## src/rtl/llc_wb_addr_gen.sv

```systemverilog
// LLC writeback address generator: queues dirty (M) victims as line addresses for the bus.
// Define LLC_WB_STATS_EN to enable the saturating wb_count / clean_count statistics.
module llc_wb_addr_gen #(
    parameter int ADDR_W   = 32,
    parameter int OFFSET_W = 6,
    parameter int INDEX_W  = 14,
    parameter int DEPTH    = 4,
    localparam int TAG_W   = ADDR_W - OFFSET_W - INDEX_W
) (
    input  logic               clk,
    input  logic               rst,
    input  logic               evict_valid,
    output logic               evict_ready,
    input  logic [TAG_W-1:0]   evict_tag,
    input  logic [INDEX_W-1:0] evict_index,
    input  logic [1:0]         evict_mesi,
    output logic               wb_valid,
    input  logic               wb_ready,
    output logic [ADDR_W-1:0]  wb_addr,
    output logic [15:0]        wb_count,
    output logic [15:0]        clean_count
);

    // Handshakes: a transfer happens on a rising edge where valid and ready are
    // both 1; valid never depends on ready, and ready never depends on valid.

    localparam int PTR_W  = $clog2(DEPTH);
    localparam int OCC_W  = PTR_W + 1;
    localparam int LINE_W = TAG_W + INDEX_W;
    localparam logic [1:0] MESI_M = 2'd3;

    logic [LINE_W-1:0] mem [DEPTH];
    logic [PTR_W-1:0]  wr_ptr;
    logic [PTR_W-1:0]  rd_ptr;
    logic [OCC_W-1:0]  occ;

    logic full;
    logic empty;
    logic accept;
    logic push;
    logic drop;
    logic pop;

    assign full   = (occ == OCC_W'(DEPTH));
    assign empty  = (occ == '0);
    assign accept = evict_valid && evict_ready;
    assign push   = accept && (evict_mesi == MESI_M);
    assign drop   = accept && (evict_mesi != MESI_M);
    assign pop    = wb_valid && wb_ready && !rst;

    assign evict_ready = !rst && !full;
    assign wb_valid    = !empty;
    // Gating on empty keeps the address at 0 after reset and hides stale slots.
    assign wb_addr     = empty ? '0 : {mem[rd_ptr], {OFFSET_W{1'b0}}};

    always_ff @(posedge clk) begin
        if (push) begin
            mem[wr_ptr] <= {evict_tag, evict_index};
        end
    end

    // DEPTH is a power of two, so pointer increments wrap modulo DEPTH.
    always_ff @(posedge clk) begin
        if (rst) begin
            wr_ptr <= '0;
            rd_ptr <= '0;
            occ    <= '0;
        end else begin
            if (push) begin
                wr_ptr <= wr_ptr + 1'b1;
            end
            if (pop) begin
                rd_ptr <= rd_ptr + 1'b1;
            end
            unique case ({push, pop})
                2'b10:   occ <= occ + 1'b1;
                2'b01:   occ <= occ - 1'b1;
                default: occ <= occ;
            endcase
        end
    end

`ifdef LLC_WB_STATS_EN
    always_ff @(posedge clk) begin
        if (rst) begin
            wb_count    <= '0;
            clean_count <= '0;
        end else begin
            if (pop && (wb_count != 16'hFFFF)) begin
                wb_count <= wb_count + 16'd1;
            end
            if (drop && (clean_count != 16'hFFFF)) begin
                clean_count <= clean_count + 16'd1;
            end
        end
    end
`else
    logic unused_drop;
    assign unused_drop = drop;
    assign wb_count    = '0;
    assign clean_count = '0;
`endif

endmodule

```

## config.mk

```make
export PLATFORM = sky130hd
export DESIGN_NAME = llc_wb_addr_gen
export DESIGN_NICKNAME = d
export VERILOG_FILES = /design/src/rtl/llc_wb_addr_gen.sv
export SDC_FILE = /design/constraint.sdc
export NUM_CORES = 1
export LEC_CHECK = 0
export ABC_CLOCK_PERIOD_IN_PS = 1900
export CORE_MARGIN = 2
export CORE_UTILIZATION = 46
export CTS_CLUSTER_SIZE = 30
export DETAILED_ROUTE_END_ITERATION = 6
export PLACE_DENSITY = 0.74
export SYNTH_ARGS = -nofsm -noshare
export SYNTH_HDL_FRONTEND = slang
export SYNTH_SLANG_ARGS = --single-unit
export TNS_END_PERCENT = 30
```

## constraint.sdc

```tcl
create_clock -name clk -period 1.9 [get_ports clk]
set_input_delay 0.285 -clock clk [delete_from_list [all_inputs] [get_ports clk]]
set_output_delay 0.285 -clock clk [all_outputs]
set_load 0.005 [all_outputs]
```

==> flow_metrics.env, run 1 <==
export IMPL_ys_ff_latch=113
export IMPL_final_setup_viol_count=27
export IMPL_areaGrowthSynthToFinish_pct=34.2
export IMPL_crit_chain="buf_12 -> buf_6 -> mux4_2 -> nor2b_4 -> buf_2"
export IMPL_portBuffers=59
export IMPL_worst_path_dominant_cell_family="multiplexers"
export IMPL_gp_congestion=0.725
export IMPL_start_util_pct=46.8
export IMPL_clkLatencyLatePin_ns=0.51
export IMPL_clk_transition_reported_paths_ns=0.06
export IMPL_die_height_um=106
export IMPL_io_pins=98
export IMPL_ant_nets=0
export IMPL_power_mw=6.40
export IMPL_post_place_ws_ns=-0.390
export IMPL_ys_types=31
export IMPL_synthCells=258
export IMPL_final_cell_mix="edfxtp_1, conb_1, clkdlybuf4s50_1"
export IMPL_vias=2467
export IMPL_grt_max_degree=22
export IMPL_dp_hpwl_mm=5.07
export IMPL_violations="negative setup slack"
export IMPL_fillers=717
export IMPL_finalHoldViolCount=0
export IMPL_fin_area_um2=6400
export IMPL_n_antenna_cell=0
export IMPL_synthesis_area_um2=4770
export IMPL_fin_worst_skew_ns=0.00875
export IMPL_regArea_um2=3310
export IMPL_arrival_ns=1.91
export IMPL_leakagePower_nw=2.35
export IMPL_max_cap_violations=0
export IMPL_root_buffer="clkbuf_8"
export IMPL_drive_above_1_share_pct=38.8
export IMPL_drv_slew=0
export IMPL_fin_nets=406
export IMPL_via_per_inst=4.77
export IMPL_outcome="finished with violations"
export IMPL_clock_path_buffers=2
export IMPL_antenna_found_initial=0
export IMPL_critPathLaunchType="register"
export IMPL_grt_pass1_wl_mm=14.6
export IMPL_cts_buffers=17
export IMPL_period_share_pct=116
export IMPL_core_um2=10200
export IMPL_totalWireLength_mm=9.07
export IMPL_end_kind="output port"
export IMPL_rows=37
export IMPL_avgSynthCellArea_um2=18.5
export IMPL_crit_type="reg -> out"
export IMPL_hold_path_class="in -> reg"
export IMPL_path_max_fanout=5
export IMPL_period_minus_slack_ns=2.20
export IMPL_fmax_mhz=456
export IMPL_grt_ovfl_total=0
export IMPL_drt_iter0_markers=177
export IMPL_setup_slack_ns=-0.295
export IMPL_cts_htree_levels=4
export IMPL_required_ns=1.62
export IMPL_dieArea_um2=11200
export IMPL_seq_area_frac_synth_pct=69.3
export IMPL_slowest_delay_ns=0.50
export IMPL_cp_num_buf_inv=3
export IMPL_ys_warn_count=0
export IMPL_clkSinkCount=113
export IMPL_fin_util_pct=62.9
export IMPL_power_per_cell_area_nw_per_um2=999
export IMPL_grt_pass1_vias=2637
export IMPL_grt_util_all_layers_pct=18.2
export IMPL_die_w_um=106
export IMPL_multi_input_area_um2=1310
export IMPL_dpl_cell_area_um2=5570
export IMPL_drt_pre_antenna_iters=4
export IMPL_cts_tree="built"
export IMPL_drc=0
export IMPL_slowest_stage="mux4_2"
export IMPL_peakVddDrop_uv=745
export IMPL_rsz0062_at_grt="yes"
export IMPL_layout_commonest_cell="edfxtp_1"
export IMPL_routedWlPerCell_um=17.5
==> repair_timing <==
item	4_1_cts	5_1_grt
hold buffers	0	0
pin swaps	2	3
setup buffers	20	0
gates resized for setup	149	11
gates cloned	2	0
setup endpoints to repair	29	29
==> cell type report <==
| type | count | share of cell area [%] |
|---|---|---|
| sequential | 113 | 51.7 |
| multi-input combinational | 127 | 20.4 |
| timing repair buffer | 102 | 15.3 |
| clock buffer | 19 | 6.59 |
| clock inverter | 13 | 2.99 |
| tap | 136 | 2.66 |
| inverter | 7 | 0.410 |
==> registers in the layout, indices dropped and copies added (netlist names), named ones only <==
signal	cells
wr_ptr	2
occ	3
mem	104
rd_ptr	2
==> power by group <==
part	internal, mW	leakage [nW]	switching, mW
combinational	0.224	1.05	0.167
clock	2.23	0.296	1.02
sequential	2.74	1.01	0.0124
==> per-stage QoR <==
stage                     hold WS, ns  setup TNS [ns]  cells
after detailed placement        0.481          -11.24    465
after floorplan                 0.384          -0.139    295
final                           0.405           -7.04    517
after global placement          0.469           -7.35    465
after global routing            0.400           -9.37    517
after CTS                       0.383           -7.99    518
==> kinds of logic (layout without fill, tap and decap cells) <==
group	Yosys count	in the layout	share of synthesized area [%]
and+or+nand+nor	44	44	5.67
other	1	38	0.0786
DFF	113	113	69.3
buffers and inverters	55	141	8.32
AOI/OAI and AO/OA	8	8	1.21
adders and majority gates	6	6	1.73
muxes	28	28	13.2
xor gates and xnor gates	3	3	0.551
==> cells in the mapped netlist <==
cell	count	area share, %
a211oi_4	1	0.42
a21oi_1	4	0.42
and2_1	4	0.52
buf_12	2	0.84
buf_2	2	0.21
buf_4	38	6.0
buf_6	1	0.24
clkbuf_1	3	0.24
clkbuf_2	1	0.10
clkbuf_4	1	0.16
conb_1	1	0.079
dfxtp_1	9	3.8
edfxtp_1	104	65
fa_1	1	0.42
ha_1	5	1.3
inv_1	7	0.55
mux2_2	1	0.24
mux2i_1	1	0.21
mux4_1	6	3.3
mux4_2	20	9.4
nand2_1	1	0.079
nand2b_1	1	0.13
nand3_1	1	0.10
nor2_1	8	0.63
nor2b_1	24	3.1
nor2b_4	2	0.58
nor3_2	1	0.21
o21ai_0	2	0.21
o31ai_1	1	0.16
or3_1	2	0.26
xor2_1	3	0.55
==> layer usage <==
| layer | global-route usage (%) | wire, um | part of all wire [%] |
|---|---|---|---|
| met5 | 0 | 0 | 0 |
| met2 | 30.3 | 4800 | 53 |
| met3 | 6.80 | 540 | 6.0 |
| met4 | 7.33 | 140 | 1.5 |
| met1 | 21.4 | 3590 | 40 |
==> final timing paths <==
path / startpoint / end / depth (start not counted) / slack, ns
max: register / wb_addr[10] / 5 / -0.30
min: evict_tag[9] / mem[3][23]$_DFFE_PP_ / 1 / 0.41
max reg2reg: occ[1]$_SDFFE_PP0P_ / occ[2]$_SDFFE_PP0P_ / 9 / 0
min reg2reg: rd_ptr[1]$_SDFFE_PP0P_ / register / 2 / 0.49
Note: power is estimated with default switching activity, not from simulation.
==> run 2, diff against run 1 <==
--- a/config.mk
+++ b/config.mk
@@ -6,11 +6,14 @@
 export NUM_CORES = 1
 export LEC_CHECK = 0
 export ABC_CLOCK_PERIOD_IN_PS = 1900
+export CELL_PAD_IN_SITES_DETAIL_PLACEMENT = 0
+export CELL_PAD_IN_SITES_GLOBAL_PLACEMENT = 2
 export CORE_MARGIN = 2
-export CORE_UTILIZATION = 46
+export CORE_UTILIZATION = 33
+export CTS_CLUSTER_DIAMETER = 200
 export CTS_CLUSTER_SIZE = 30
 export DETAILED_ROUTE_END_ITERATION = 6
-export PLACE_DENSITY = 0.74
+export PLACE_DENSITY = 0.73
 export SYNTH_ARGS = -nofsm -noshare
 export SYNTH_HDL_FRONTEND = slang
 export SYNTH_SLANG_ARGS = --single-unit
==> flow_metrics.env, run 2 (synthesis results as in run 1) <==
export IMPL_critPathLaunchType="register"
export IMPL_fin_area_um2=6480
export IMPL_portBuffers=59
export IMPL_totalWireLength_mm=8.87
export IMPL_fin_worst_skew_ns=0.00571
export IMPL_fin_nets=405
export IMPL_via_per_inst=4.29
export IMPL_top_register="mem"
export IMPL_grt_pass1_vias=2561
export IMPL_n_antenna_cell=0
export IMPL_dieArea_um2=15400
export IMPL_hold_path_class="reg -> reg"
export IMPL_end_kind="output port"
export IMPL_grt_max_degree=20
export IMPL_drive_above_1_share_pct=40.0
export IMPL_peakVddDrop_uv=766
export IMPL_max_cap_violations=0
export IMPL_io_pins=98
export IMPL_power_mw=6.65
export IMPL_final_setup_viol_count=27
export IMPL_instances_no_fill=560
export IMPL_clock_path_buffers=2
export IMPL_layout_commonest_cell="edfxtp_1"
export IMPL_power_per_cell_area_nw_per_um2=1030
export IMPL_outcome="finished with violations"
export IMPL_root_buffer="clkbuf_16"
export IMPL_start_util_pct=34.1
export IMPL_grt_util_all_layers_pct=12.2
export IMPL_clkSinkCount=113
export IMPL_drc=0
export IMPL_die_w_um=124
export IMPL_path_max_fanout=5
export IMPL_gp_congestion=0.669
export IMPL_ant_nets=0
export IMPL_core_um2=14000
export IMPL_grt_ovfl_total=0
export IMPL_dpl_cell_area_um2=5700
export IMPL_leakagePower_nw=2.35
export IMPL_final_cell_mix="edfxtp_1, conb_1, clkdlybuf4s50_1"
export IMPL_vias=2403
export IMPL_clk_transition_reported_paths_ns=0.05
export IMPL_finalHoldViolCount=0
export IMPL_setup_slack_ns=-0.186
export IMPL_arrival_ns=1.80
export IMPL_rsz0062_at_grt="yes"
export IMPL_drv_slew=0
export IMPL_fmax_mhz=479
export IMPL_dp_hpwl_mm=5.72
export IMPL_cts_htree_levels=4
export IMPL_hold_buffers=0
export IMPL_ff2ff_setup_slack_ns=0
export IMPL_grt_pass1_wl_mm=14.2
export IMPL_required_ns=1.62
export IMPL_routedWlPerCell_um=15.8
export IMPL_cts_tree="built"
export IMPL_die_height_um=124
export IMPL_crit_type="reg -> out"
export IMPL_cts_buffers=17
export IMPL_dp_cells=516
export IMPL_antenna_found_initial=1
export IMPL_areaGrowthSynthToFinish_pct=35.9
export IMPL_violations="negative setup slack"
export IMPL_clkLatencyLatePin_ns=0.40
export IMPL_drt_pre_antenna_iters=4
export IMPL_period_share_pct=110
export IMPL_reg_top3="mem (104), occ (3)"
export IMPL_largest_register_ffs=104
export IMPL_drt_iter0_markers=133
export IMPL_period_minus_slack_ns=2.09
export IMPL_rows=43
export IMPL_fin_util_pct=46.3
export IMPL_tns_ns=-3.69
run 2: power by group:
group | total (mW) | switching (mW) | internal [mW]
sequential | 2.75 | 0.0114 | 2.73
clock | 3.54 | 1.08 | 2.46
combinational | 0.363 | 0.157 | 0.206
run 2: final timing paths:
kind,startpoint,endpoint,cells past startpoint
setup / recovery,register,wb_addr[6],4
hold / removal,rd_ptr[1]$_SDFFE_PP0P_,register,2
setup reg to reg,occ[1]$_SDFFE_PP0P_,occ[2]$_SDFFE_PP0P_,9
hold reg to reg,rd_ptr[1]$_SDFFE_PP0P_,register,2
run 2: timing repair:
item | 4_1_cts | 5_1_grt
endpoints found under the setup margin | 28 | 30
setup buffers | 10 | 3
gates resized for setup | 112 | 31
pin swaps | 1 | 0
hold endpoints to repair | 0 | 0
gates cloned | 2 | 0
run 2: cell type report:
type                       instances  area, um^2
clock buffer                      19         433
tap                              180         225
timing repair buffer             101         942
fill                            1221        7510
multi-input combinational        127        1310
sequential                       113        3310
clock inverter                    13         234
inverter                           7        26.3
run 2: metal layers:
| metal | up-vias | part of all wire [%] | track usage (%) |
|---|---|---|---|
| li1 | 1119 | - | - |
| met1 | 1198 | 45 | 15.3 |
| met2 | 80 | 50 | 19.7 |
| met3 | 4 | 5.0 | 4.99 |
| met4 | 2 | 0.51 | 3.17 |
| met5 | - | 0.12 | 0 |
run 2: critical path, stage by stage, from the launching register on:
cell           delay (ns)
dfxtp_4              0.40
buf_4                0.13
mux4_2               0.48
nor2b_4              0.14
dlygate4sd2_1        0.26
run 2: metrics by stage:
| stage | setup slack [ns] | hold WS (ns) |
|---|---|---|
| 2_1_floorplan | -0.00267 | 0.384 |
| 3_3_place_gp | -0.308 | 0.482 |
| 3_5_place_dp | -0.354 | 0.487 |
| 4_1_cts | -0.324 | 0.489 |
| 5_1_grt | -0.269 | 0.513 |
| 6_report | -0.186 | 0.490 |
==> run 3, diff against run 2 <==
--- a/config.mk
+++ b/config.mk
@@ -8,7 +8,6 @@
 export ABC_CLOCK_PERIOD_IN_PS = 1900
 export CELL_PAD_IN_SITES_DETAIL_PLACEMENT = 0
 export CELL_PAD_IN_SITES_GLOBAL_PLACEMENT = 2
-export CORE_MARGIN = 2
 export CORE_UTILIZATION = 33
 export CTS_CLUSTER_DIAMETER = 200
 export CTS_CLUSTER_SIZE = 30
==> flow_metrics.env, run 3 (synthesis results as in run 1) <==
export IMPL_drive_above_1_share_pct=37.5
export IMPL_totalWireLength_mm=8.70
export IMPL_grt_util_all_layers_pct=12.8
export IMPL_cts_htree_levels=4
export IMPL_vias=2378
export IMPL_arrival_ns=1.80
export IMPL_power_switching_mw=1.21
export IMPL_dp_cells=508
export IMPL_top_register="mem"
export IMPL_drt_pre_antenna_iters=4
export IMPL_pwr_share_seq_pct=44.3
export IMPL_p_sw_share_pct=19.5
export IMPL_core_um2=14000
export IMPL_grt_ovfl_total=0
export IMPL_grt_pass1_vias=2487
export IMPL_path_max_fanout=4
export IMPL_cp_num_buf_inv=3
export IMPL_grt_max_degree=21
export IMPL_largest_register_ffs=104
export IMPL_clkSinkCount=113
export IMPL_worst_path_dominant_cell_family="multiplexers"
export IMPL_p_clk_share_pct=49.5
export IMPL_n_antenna_cell=0
export IMPL_gp_congestion=0.675
export IMPL_finalHoldViolCount=0
export IMPL_drv_slew=0
export IMPL_leakagePower_nw=2.32
export IMPL_grt_pass1_wl_mm=13.4
export IMPL_crit_chain="buf_8 -> buf_6 -> mux4_2 -> nor2b_4 -> buf_2"
export IMPL_instances_no_fill=556
export IMPL_period_minus_slack_ns=2.09
export IMPL_power_per_cell_area_nw_per_um2=975
export IMPL_final_cell_mix="edfxtp_1, conb_1, clkdlybuf4s50_1"
export IMPL_rsz0062_at_grt="yes"
export IMPL_routedWlPerCell_um=15.6
export IMPL_dieArea_um2=14900
export IMPL_start_util_pct=34.1
export IMPL_crit_type="reg -> out"
export IMPL_ant_nets=0
export IMPL_portBuffers=59
export IMPL_fin_worst_skew_ns=0.00897
export IMPL_reg_top3="mem (104), occ (3)"
export IMPL_drc=0
export IMPL_slowest_delay_ns=0.50
export IMPL_final_setup_viol_count=26
export IMPL_cts_buffers=17
export IMPL_clock_path_buffers=2
export IMPL_hold_start="rd_ptr[1]$_SDFFE_PP0P_"
export IMPL_fin_util_pct=45.5
export IMPL_peakVddDrop_uv=462
export IMPL_die_w_um=122
export IMPL_combinationalPowerShare_pct=6.1
export IMPL_setup_slack_ns=-0.187
export IMPL_areaGrowthSynthToFinish_pct=33.3
export IMPL_drt_iter0_markers=122
export IMPL_internal_power_mw=4.99
export IMPL_dp_hpwl_mm=5.04
export IMPL_outcome="finished with violations"
export IMPL_required_ns=1.62
export IMPL_hold_buffers=0
export IMPL_max_cap_violations=0
export IMPL_period_share_pct=110
export IMPL_io_pins=98
export IMPL_clkLatencyLatePin_ns=0.41
export IMPL_r2r_start="occ[1]$_SDFFE_PP0P_"
export IMPL_die_height_um=122
export IMPL_hold_path_class="reg -> reg"
export IMPL_via_per_inst=4.28
export IMPL_antenna_found_initial=1
export IMPL_end_kind="output port"
export IMPL_fmax_mhz=479
export IMPL_violations="negative setup slack"
export IMPL_rows=43
export IMPL_clk_transition_reported_paths_ns=0.06
export IMPL_slowest_stage="mux4_2"
export IMPL_cts_tree="built"
export IMPL_root_buffer="clkbuf_16"
export IMPL_fin_nets=401
export IMPL_layout_commonest_cell="edfxtp_1"
export IMPL_critPathLaunchType="register"
==> run 3: cell types whose count changed in the layout (fill, tap and decap cells not counted), sizes merged <==
cell	delta
bufbuf	+1
clkdlybuf4s15	-1
bufinv	-3
dlygate4sd2	-1
buf	+3
clkinvlp	-2
dlymetal6s2s	+1
inv	-1
clkbuf	-7
clkinv	+6
==> run 3: power by group through the flow <==
stage	clock network, mW	registers (mW)	logic, mW
after floorplan	0	2.79	0.201
after global placement	0	2.79	0.320
after detailed placement	0	2.80	0.324
after CTS	3.12	2.75	0.391
after global routing	3.23	2.75	0.419
final	3.07	2.75	0.380
==> run 3: layer usage <==
| layer | vias to the layer above | GRT usage [%] | part of all wire, % |
|---|---|---|---|
| li1 | 1109 | - | - |
| met1 | 1170 | 15.5 | 43 |
| met2 | 87 | 20.4 | 49 |
| met3 | 12 | 5.25 | 6.0 |
| met4 | 0 | 4.80 | 1.4 |
| met5 | - | 0 | 0 |
==> run 3: final timing paths <==
| check | to | slack, ns | cells past startpoint |
|---|---|---|---|
| worst min-delay path | rd_ptr[1]$_SDFFE_PP0P_ | 0.50 | 2 |
| worst max-delay path | wb_addr[6] | -0.19 | 5 |
| worst min register to register | rd_ptr[1]$_SDFFE_PP0P_ | 0.50 | 2 |
| worst max register to register | occ[2]$_SDFFE_PP0P_ | 0.03 | 9 |
==> run 3: area by class of cell <==
class | count | area (um^2)
fill | 1234 | 7630
sequential | 113 | 3310
multi-input combinational | 127 | 1270
timing repair buffer | 97 | 945
clock buffer | 19 | 433
tap | 180 | 225
clock inverter | 13 | 144
inverter | 7 | 26.3
==> run 3: worst reg2reg max path, cell delays in order (launching register included) <==
cell	delay, ns
dfxtp_2	0.34
nor2_4	0.14
a211oi_4	0.08
inv_1	0.06
ha_1	0.16
inv_1	0.06
fa_1	0.37
xor2_1	0.15
or3_1	0.32
a21oi_2	0.14
==> run 3: repair_timing <==
| action | 4_1_cts | 5_1_grt |
|---|---|---|
| resized for setup | 139 | 10 |
| setup buffers | 16 | 0 |
| pin swaps | 1 | 1 |
| gates cloned | 2 | 0 |
| setup endpoints to repair | 28 | 29 |
==> run 3: stage by stage <==
step / instance area, um^2 / setup WS (ns) / hold slack (ns) / setup TNS [ns] / power, mW
2_1_floorplan: 4910 / -0.00267 / 0.384 / -0.139 / 3.00
3_3_place_gp: 5620 / -0.285 / 0.468 / -8.21 / 3.11
3_5_place_dp: 5620 / -0.335 / 0.480 / -10.01 / 3.12
4_1_cts: 6360 / -0.226 / 0.494 / -5.21 / 6.26
5_1_grt: 6360 / -0.255 / 0.510 / -5.70 / 6.40
6_report: 6360 / -0.187 / 0.495 / -3.69 / 6.20
